--- src/rtl/alu_operand_seq_pkg.sv ---
// Shared ALU stage definitions: sequencer state encodings, settle bounds and
// opcode constants for the ALU gate family.
package alu_operand_seq_pkg;

  // Operand sequencer states.
  typedef enum logic [1:0] {
    ST_GET_A = 2'd0,
    ST_GET_B = 2'd1,
    ST_WAIT  = 2'd2,
    ST_DONE  = 2'd3
  } seq_state_t;

  // Legal settle interval and the width of the settle counter.
  localparam int SETTLE_MIN = 1;
  localparam int SETTLE_MAX = 15;
  localparam int SETTLE_CNT_W = 4;

  // Gate selection codes; only XOR exists today, the rest follow later.
  localparam logic [1:0] OP_XOR = 2'd0;
  localparam logic [1:0] OP_AND = 2'd1;
  localparam logic [1:0] OP_OR  = 2'd2;
  localparam logic [1:0] OP_NOT = 2'd3;

  // True when a settle value can be represented by the settle counter.
  function automatic logic settle_ok(input int settle);
    return (settle >= SETTLE_MIN) && (settle <= SETTLE_MAX);
  endfunction

endpackage

--- src/rtl/alu_operand_seq.sv ---
// Operand sequencer in front of a combinational ALU gate. Collects A then B
// from a narrow beat bus, holds them on the gate inputs for SETTLE cycles,
// captures the gate output and offers it downstream.
//
// Handshake rules: a transfer happens on a rising edge where valid and ready
// are both high. in_ready is a pure function of state. res_valid, once
// raised, stays high with res_data unchanged until res_ready is seen.
module alu_operand_seq
  import alu_operand_seq_pkg::*;
#(
  parameter int WIDTH  = 4,
  parameter int SETTLE = 1
) (
  input  logic             clk,
  input  logic             rst,
  input  logic             in_valid,
  output logic             in_ready,
  input  logic [WIDTH-1:0] in_data,
  output logic [WIDTH-1:0] op_a,
  output logic [WIDTH-1:0] op_b,
  input  logic [WIDTH-1:0] alu_y,
  output logic             res_valid,
  input  logic             res_ready,
  output logic [WIDTH-1:0] res_data,
  output logic             busy
);

  // Counter preload: WAIT lasts SETTLE cycles, the last one at count zero.
  localparam logic [SETTLE_CNT_W-1:0] SETTLE_LOAD = SETTLE_CNT_W'(SETTLE - 1);

  seq_state_t              state, state_nxt;
  logic [WIDTH-1:0]        op_a_nxt, op_b_nxt, res_data_nxt;
  logic                    res_valid_nxt;
  logic [SETTLE_CNT_W-1:0] cnt, cnt_nxt;

  // State and datapath registers; reset discards partial operands and results.
  always_ff @(posedge clk) begin
    if (rst) begin
      state     <= ST_GET_A;
      op_a      <= '0;
      op_b      <= '0;
      res_data  <= '0;
      res_valid <= 1'b0;
      cnt       <= '0;
    end else begin
      state     <= state_nxt;
      op_a      <= op_a_nxt;
      op_b      <= op_b_nxt;
      res_data  <= res_data_nxt;
      res_valid <= res_valid_nxt;
      cnt       <= cnt_nxt;
    end
  end

  // Next-state, datapath updates and state-decoded handshake outputs.
  always_comb begin
    state_nxt     = state;
    op_a_nxt      = op_a;
    op_b_nxt      = op_b;
    res_data_nxt  = res_data;
    res_valid_nxt = res_valid;
    cnt_nxt       = cnt;
    in_ready      = 1'b0;
    busy          = 1'b1;
    case (state)
      ST_GET_A: begin
        in_ready = 1'b1;
        busy     = 1'b0;
        if (in_valid) begin
          op_a_nxt  = in_data;
          state_nxt = ST_GET_B;
        end
      end
      ST_GET_B: begin
        in_ready = 1'b1;
        if (in_valid) begin
          op_b_nxt  = in_data;
          cnt_nxt   = SETTLE_LOAD;
          state_nxt = ST_WAIT;
        end
      end
      ST_WAIT: begin
        if (cnt == '0) begin
          res_data_nxt  = alu_y;
          res_valid_nxt = 1'b1;
          state_nxt     = ST_DONE;
        end else begin
          cnt_nxt = cnt - 1'b1;
        end
      end
      ST_DONE: begin
        if (res_valid && res_ready) begin
          res_valid_nxt = 1'b0;
          state_nxt     = ST_GET_A;
        end
      end
      default: begin
        state_nxt = ST_GET_A;
      end
    endcase
  end

endmodule

--- config.mk ---
export PLATFORM = sky130hd
export DESIGN_NAME = alu_operand_seq
export DESIGN_NICKNAME = d
export VERILOG_FILES = /design/src/rtl/alu_operand_seq_pkg.sv /design/src/rtl/alu_operand_seq.sv
export SDC_FILE = /design/constraint.sdc
export NUM_CORES = 1
export LEC_CHECK = 0
export ABC_CLOCK_PERIOD_IN_PS = 4000
export BUFFER_PORTS_ARGS = -buffer_cell sky130_fd_sc_hd__buf_4
export CAP_MARGIN = 20
export CORE_AREA = 2 2 52 54
export CTS_CLUSTER_DIAMETER = 80
export CTS_CLUSTER_SIZE = 25
export DETAILED_ROUTE_END_ITERATION = 6
export DIE_AREA = 0 0 54 56
export GPL_TIMING_DRIVEN = 0
export PLACE_DENSITY_LB_ADDON = 0.05
export RECOVER_POWER = 100
export SYNTH_ARGS = -nofsm -noshare
export SYNTH_HDL_FRONTEND = slang
export SYNTH_SLANG_ARGS = --single-unit
--- constraint.sdc ---
create_clock -name clk -period 4 [get_ports clk]
set_input_delay 0.2 -clock clk [delete_from_list [all_inputs] [get_ports clk]]
set_output_delay 0.2 -clock clk [all_outputs]
set_load 0.02 [all_outputs]
==> flow_summary.toml, run 1 <==
[run_status]
status = "finished, final reports clean"

[routing]
avgViaCountPerCell = 4.90
finalWirelength_mm = 2.00
vias = 824
drc = 0
ant_nets = 0
wl_per_cell_um = 11.9
drt-pass1-iter-count = 5
drt-initial-drc-count = 15

[worst_setup_path]
cp_cell_sequence = "inv_1, ha_1, clkbuf_1, or2_2, clkbuf_1"
r2r_end = "res_data[1]"
ff2ff_path_depth = 7
cp-startpoint = "state[0]"
cp.depth = 5
path_common_cell = "clkbuf_1"
endpoint = "in_ready"
cp_max_fo = 9
critPathKind = "reg2out"
slowest_stage = "dfxtp_1"
cp_data_required_time_ns = 3.80
worstSetupStartpointType = "flip-flop"
r2r_slack_ns = 2.16
worstPathArrival_ns = 1.69
cpPeakStageDelay_ns = 0.41
rr_startpoint = "cnt[0]"
critPathTopFamily = "buffers and inverters"
cp_num_buf_inv = 3
setup.worst_path.end_class = "output pin"

[placed_design]
hpwl_mm = 1.53
dp_slack_ns = 2.22
placed_cells = 164
port_buffers = 26
gp_congestion = 0.725
place_area_mm2 = 0.00115

[cts]
ctsHoldBuffers = 0
cts_resized = 0
cts.sinks = 19
clk_path_buf_depth = 2
cts_tree = "built"
htree_levels = 1
post_cts_buffers = 0
clk_pin_slew_worst_paths_ns = 0.12
numCtsBuffers = 3
clk_latency_ns = 0.30
cts-root-buf = "clkbuf_4"

[logic_synthesis]
syn_area_per_cell_um2 = 8.54
syn-num-nets = 126
synth_area_um2 = 922
ys_seq_elements = 19
yosysSeqAreaShare = 0.412
synth_top_family_by_area = "simple AND/OR/NAND/NOR gates"
synth_edf_count = 0
synth-xor-area-share = 0
synth-compound-area-share = 0.159
synth-adder-area-share = 0.0814
synth.area.mux_share = 0.0665
ys_types = 29
async_flop_share = 0
yosysWarnings = 0
yosys_most_used_dff = "dfxtp_1"
synth_cells = 108
yosys.area_share.simple = 0.227

[floorplan]
die_h_um = 56
start_util = 0.379
core_area_mm2 = 0.00243
die-area_mm2 = 0.00302
rows = 18
die_w_um = 54
ioPinCount = 27

[final_layout]
regArea_um2 = 380
fin_cells = 168
areaGrowthSynthToFinish_pct = 22.0
n_antenna_cell = 0
multiInputGateArea_um2 = 492
fill_cells = 265
drive_gt1_frac = 0.138
fin_util = 0.462
layout_commonest_cell = "clkbuf_1"
final_cell_mix = "clkbuf_1 (21), dfxtp_1 (19), nand2_1 (14), a21oi_1 (11), buf_4 (11)"
nets = 157
finalInstanceArea_mm2 = 0.00112

[worst_hold_path]
worstHoldStart = "alu_y[2]"
hold_path.class = "in2reg"

[pwr]
finalPower_mw = 0.605
switching_share = 0.424
internal_power_mw = 0.348
pwr-share-comb = 0.437
pwr-share-seq = 0.397
leakage_nw = 0.429
switching_power_mw = 0.257
pwr-share-clk = 0.167
vdd_drop_max_mv = 0.344
p_per_area_mw_per_mm2 = 537

[global_routing]
gr-total-overflow = 0
grt_max_degree = 12
grt_pass1_vias = 774
track_usage = 0.147
grt_pass1_wl_mm = 3.34
grt_antenna_before_repair = 0

[sta]
rsz0062_at_grt = "no"
timing.hold.ws_ns = 0.129
post-route-period-util = 0.473
fmax_ghz = 0.529
period_minus_slack_ns = 1.89
worst_slew_pin_slew_ns = 0.505
maxSlewViolCount = 0
slew_headroom = 0.660
worst_slack_ns = 2.11
hold_viol = 0
clock_skew_ns = 0.00355
finalSetupViolations = 0
setup-tns-final_ns = 0

[flow_run]
cap_viol_max_count = 0
-- power groups by stage --
stage	clock (mW)	sequential (mW)	combinational, mW
6_report	0.101	0.240	0.264
5_1_grt	0.112	0.244	0.300
4_1_cts	0.105	0.241	0.299
3_5_place_dp	0	0.245	0.298
3_3_place_gp	0	0.243	0.294
2_1_floorplan	0	0.267	0.176
-- synth_stat cells (2+ instances only) --
| master | number | area (µm²) |
|---|---|---|
| dfxtp_1 | 19 | 380 |
| nand2_1 | 14 | 52.6 |
| a21oi_1 | 11 | 55.1 |
| nand3_1 | 9 | 45.0 |
| nor2_1 | 8 | 30.0 |
| ha_1 | 6 | 75.1 |
| inv_1 | 6 | 22.5 |
| clkbuf_1 | 5 | 18.8 |
| mux2i_1 | 5 | 50.1 |
| nor2b_1 | 3 | 18.8 |
| nor3_1 | 2 | 10.0 |
| o21ai_0 | 2 | 10.0 |
| o21ai_1 | 2 | 10.0 |
-- registers in the layout, summed over array words and instances, names as in the netlist --
name / flops
cnt: 4
op_a: 4
op_b: 4
res_data: 4
res_valid: 1
state: 2
-- logic make-up (layout without fill, tap and decap cells) --
logic type / Yosys count / in the layout
and+or+nand+nor: 43 / 43
AOI/OAI and AO/OA: 21 / 21
DFF: 19 / 19
buffers and inverters: 13 / 43
adders and majority gates: 6 / 6
muxes: 6 / 6
-- how the worst min path moves through the flow --
stage / end / slack (ns) / cells after the start
global placement: res_data[3] / 0.44 / 3
finish: res_data[2] / 0.13 / 3
floorplan: res_data[0] / 0.35 / 2
global route: res_data[1] / 0.14 / 3
detailed placement: op_a[2] / 0.45 / 2
CTS: res_data[2] / 0.13 / 3
-- final cells by class --
type                       count  area share
tap                           30      0.0334
timing repair buffer          26       0.123
buffer                         7      0.0234
inverter                       6      0.0200
multi-input combinational     76       0.437
sequential                    19       0.338
clock inverter                 1     0.00445
clock buffer                   3      0.0200
-- worst reg2reg max path: cells and delay by family, from the launching register on --
family,cells,cell delay [ns]
adders and majority gates,1,0.19
DFF,1,0.35
muxes,1,0.22
buffers and inverters,2,0.38
and+or+nand+nor,3,0.59
-- routing by layer --
metal	up-vias	track usage	wire, µm
met1	369	0.182	947
met4	0	0.0393	15
met2	21	0.235	930
met3	2	0.0511	108
li1	432	-	-
met5	-	0	0
Power figures use the tool's default switching activity.
==> run 2: changes to the inputs <==
ABC_CLOCK_PERIOD_IN_PS = 1800   (was 4000)
clock period = 1.8 ns   (was 4 ns; I/O delays follow)
==> flow_summary.toml, run 2 (synthesis results as in run 1) <==
[sta]
setup-tns-final_ns = 0
hold_viol = 0
fmax_ghz = 0.582
worst_slack_ns = 0.0804
maxSlewViolCount = 0
post-route-period-util = 0.955
finalSetupViolations = 0
slew_headroom = 0.667
period_minus_slack_ns = 1.72
timing.hold.ws_ns = 0.0221
worst_slew_pin_slew_ns = 0.500
clock_skew_ns = 0.00145

[run_status]
status = "finished, final reports clean"

[final_layout]
areaGrowthSynthToFinish_pct = 23.6
n_antenna_cell = 0
drive_gt1_frac = 0.206
fin_cells = 166
layout_commonest_cell = "dfxtp_1"
nets = 155
final_cell_mix = "dfxtp_1 (19), clkbuf_1 (16), nand2_1 (14), buf_4 (12), a21oi_1 (11)"

[worst_hold_path]
hold_path.class = "in2reg"

[floorplan]
die_h_um = 56
rows = 18
core_area_mm2 = 0.00243
die-area_mm2 = 0.00302
die_w_um = 54
ioPinCount = 27
start_util = 0.379

[cts]
numCtsBuffers = 3
clk_path_buf_depth = 2
cts_tree = "built"
htree_levels = 1
cts-root-buf = "clkbuf_4"
clk_pin_slew_worst_paths_ns = 0.11
cts.sinks = 19
clk_latency_ns = 0.30

[worst_setup_path]
cp_data_required_time_ns = 1.98
worstSetupStartpointType = "flip-flop"
cp_cell_sequence = "inv_2, ha_2, or3b_4, a221oi_4, mux2i_1, nor2_1"
worstPathArrival_ns = 1.90
cp_max_fo = 4
setup.worst_path.end_class = "flip-flop"
critPathKind = "reg2reg"
slowest_stage = "or3b_4"
cpPeakStageDelay_ns = 0.41

[global_routing]
gr-total-overflow = 0
track_usage = 0.147
grt_pass1_wl_mm = 3.34
grt_use_met3 = 0.0511
grt_use_met2 = 0.235
met1_usage = 0.182
top_usage_layer = "met2"
grt_max_degree = 12
grt_pass1_vias = 774
grt_antenna_before_repair = 0

[pwr]
leakage_nw = 0.436
p_per_area_mw_per_mm2 = 1200
vdd_drop_max_mv = 0.651

[routing]
vias = 823
drt-initial-drc-count = 11
drc = 0
avgViaCountPerCell = 4.96
finalWirelength_mm = 1.99
drt-pass1-iter-count = 5
wl_per_cell_um = 12.0
ant_nets = 0

[placed_design]
gp_congestion = 0.725
hpwl_mm = 1.53
placed_cells = 164
port_buffers = 26
dp_slack_ns = 0.0234

[flow_run]
cap_viol_max_count = 0
## run 2: final cells by class
type,count,area (µm²)
Buffer,4,16.3
Clock buffer,3,22.5
Clock inverter,1,5.00
Fill cell,266,1290
Inverter,6,22.5
Multi-Input combinational cell,76,508
Sequential cell,19,380
Tap cell,30,37.5
Timing Repair Buffer,27,148
## run 2: per-stage QoR
| step | power, mW | util | instance area (µm²) |
|---|---|---|---|
| 2_1_floorplan | 0.985 | - | 922 |
| 3_3_place_gp | 1.19 | 0.475 | 1150 |
| 3_5_place_dp | 1.21 | 0.475 | 1150 |
| 4_1_cts | 1.43 | 0.486 | 1180 |
| 5_1_grt | 1.48 | 0.469 | 1140 |
| 6_report | 1.37 | 0.469 | 1140 |
## run 2: timing repair
item,CTS,global route
resized for setup,0,6
buffers inserted,0,1
hold buffers,0,0
endpoints found under the setup margin,0,9
## run 2: per-layer routing
layer / part of all wire / wire length (µm)
met5: 0 / 0
met1: 0.46 / 918
met2: 0.48 / 959
met3: 0.050 / 100
met4: 0.0075 / 15
## run 2: where the power goes
part | internal (mW) | leakage, nW | total, mW | switching (mW)
clock | 0.0828 | 0.0177 | 0.223 | 0.140
sequential | 0.487 | 0.155 | 0.533 | 0.0457
combinational | 0.231 | 0.263 | 0.617 | 0.387
## run 2: final timing paths
path | endpoint | slack [ns] | startpoint | cells after the start
max | state[1] | 0.08 | cnt[0] | 6
min | res_data[2] | 0.02 | alu_y[2] | 3
max reg2reg | state[1] | 0.08 | cnt[0] | 6
min reg2reg | op_a[2] | 0.46 | op_a[2] | 2
## run 2: critical path, delay by kind of cell (launching register included)
| family | cells | cell delay (ns) |
|---|---|---|
| AND/OR/NAND/NOR | 2 | 0.46 |
| flip-flops | 1 | 0.35 |
| AO/OA/AOI/OAI | 1 | 0.31 |
| multiplexers | 1 | 0.21 |
| adder cells (fa/ha/maj) | 1 | 0.18 |
| buffers and inverters | 1 | 0.08 |
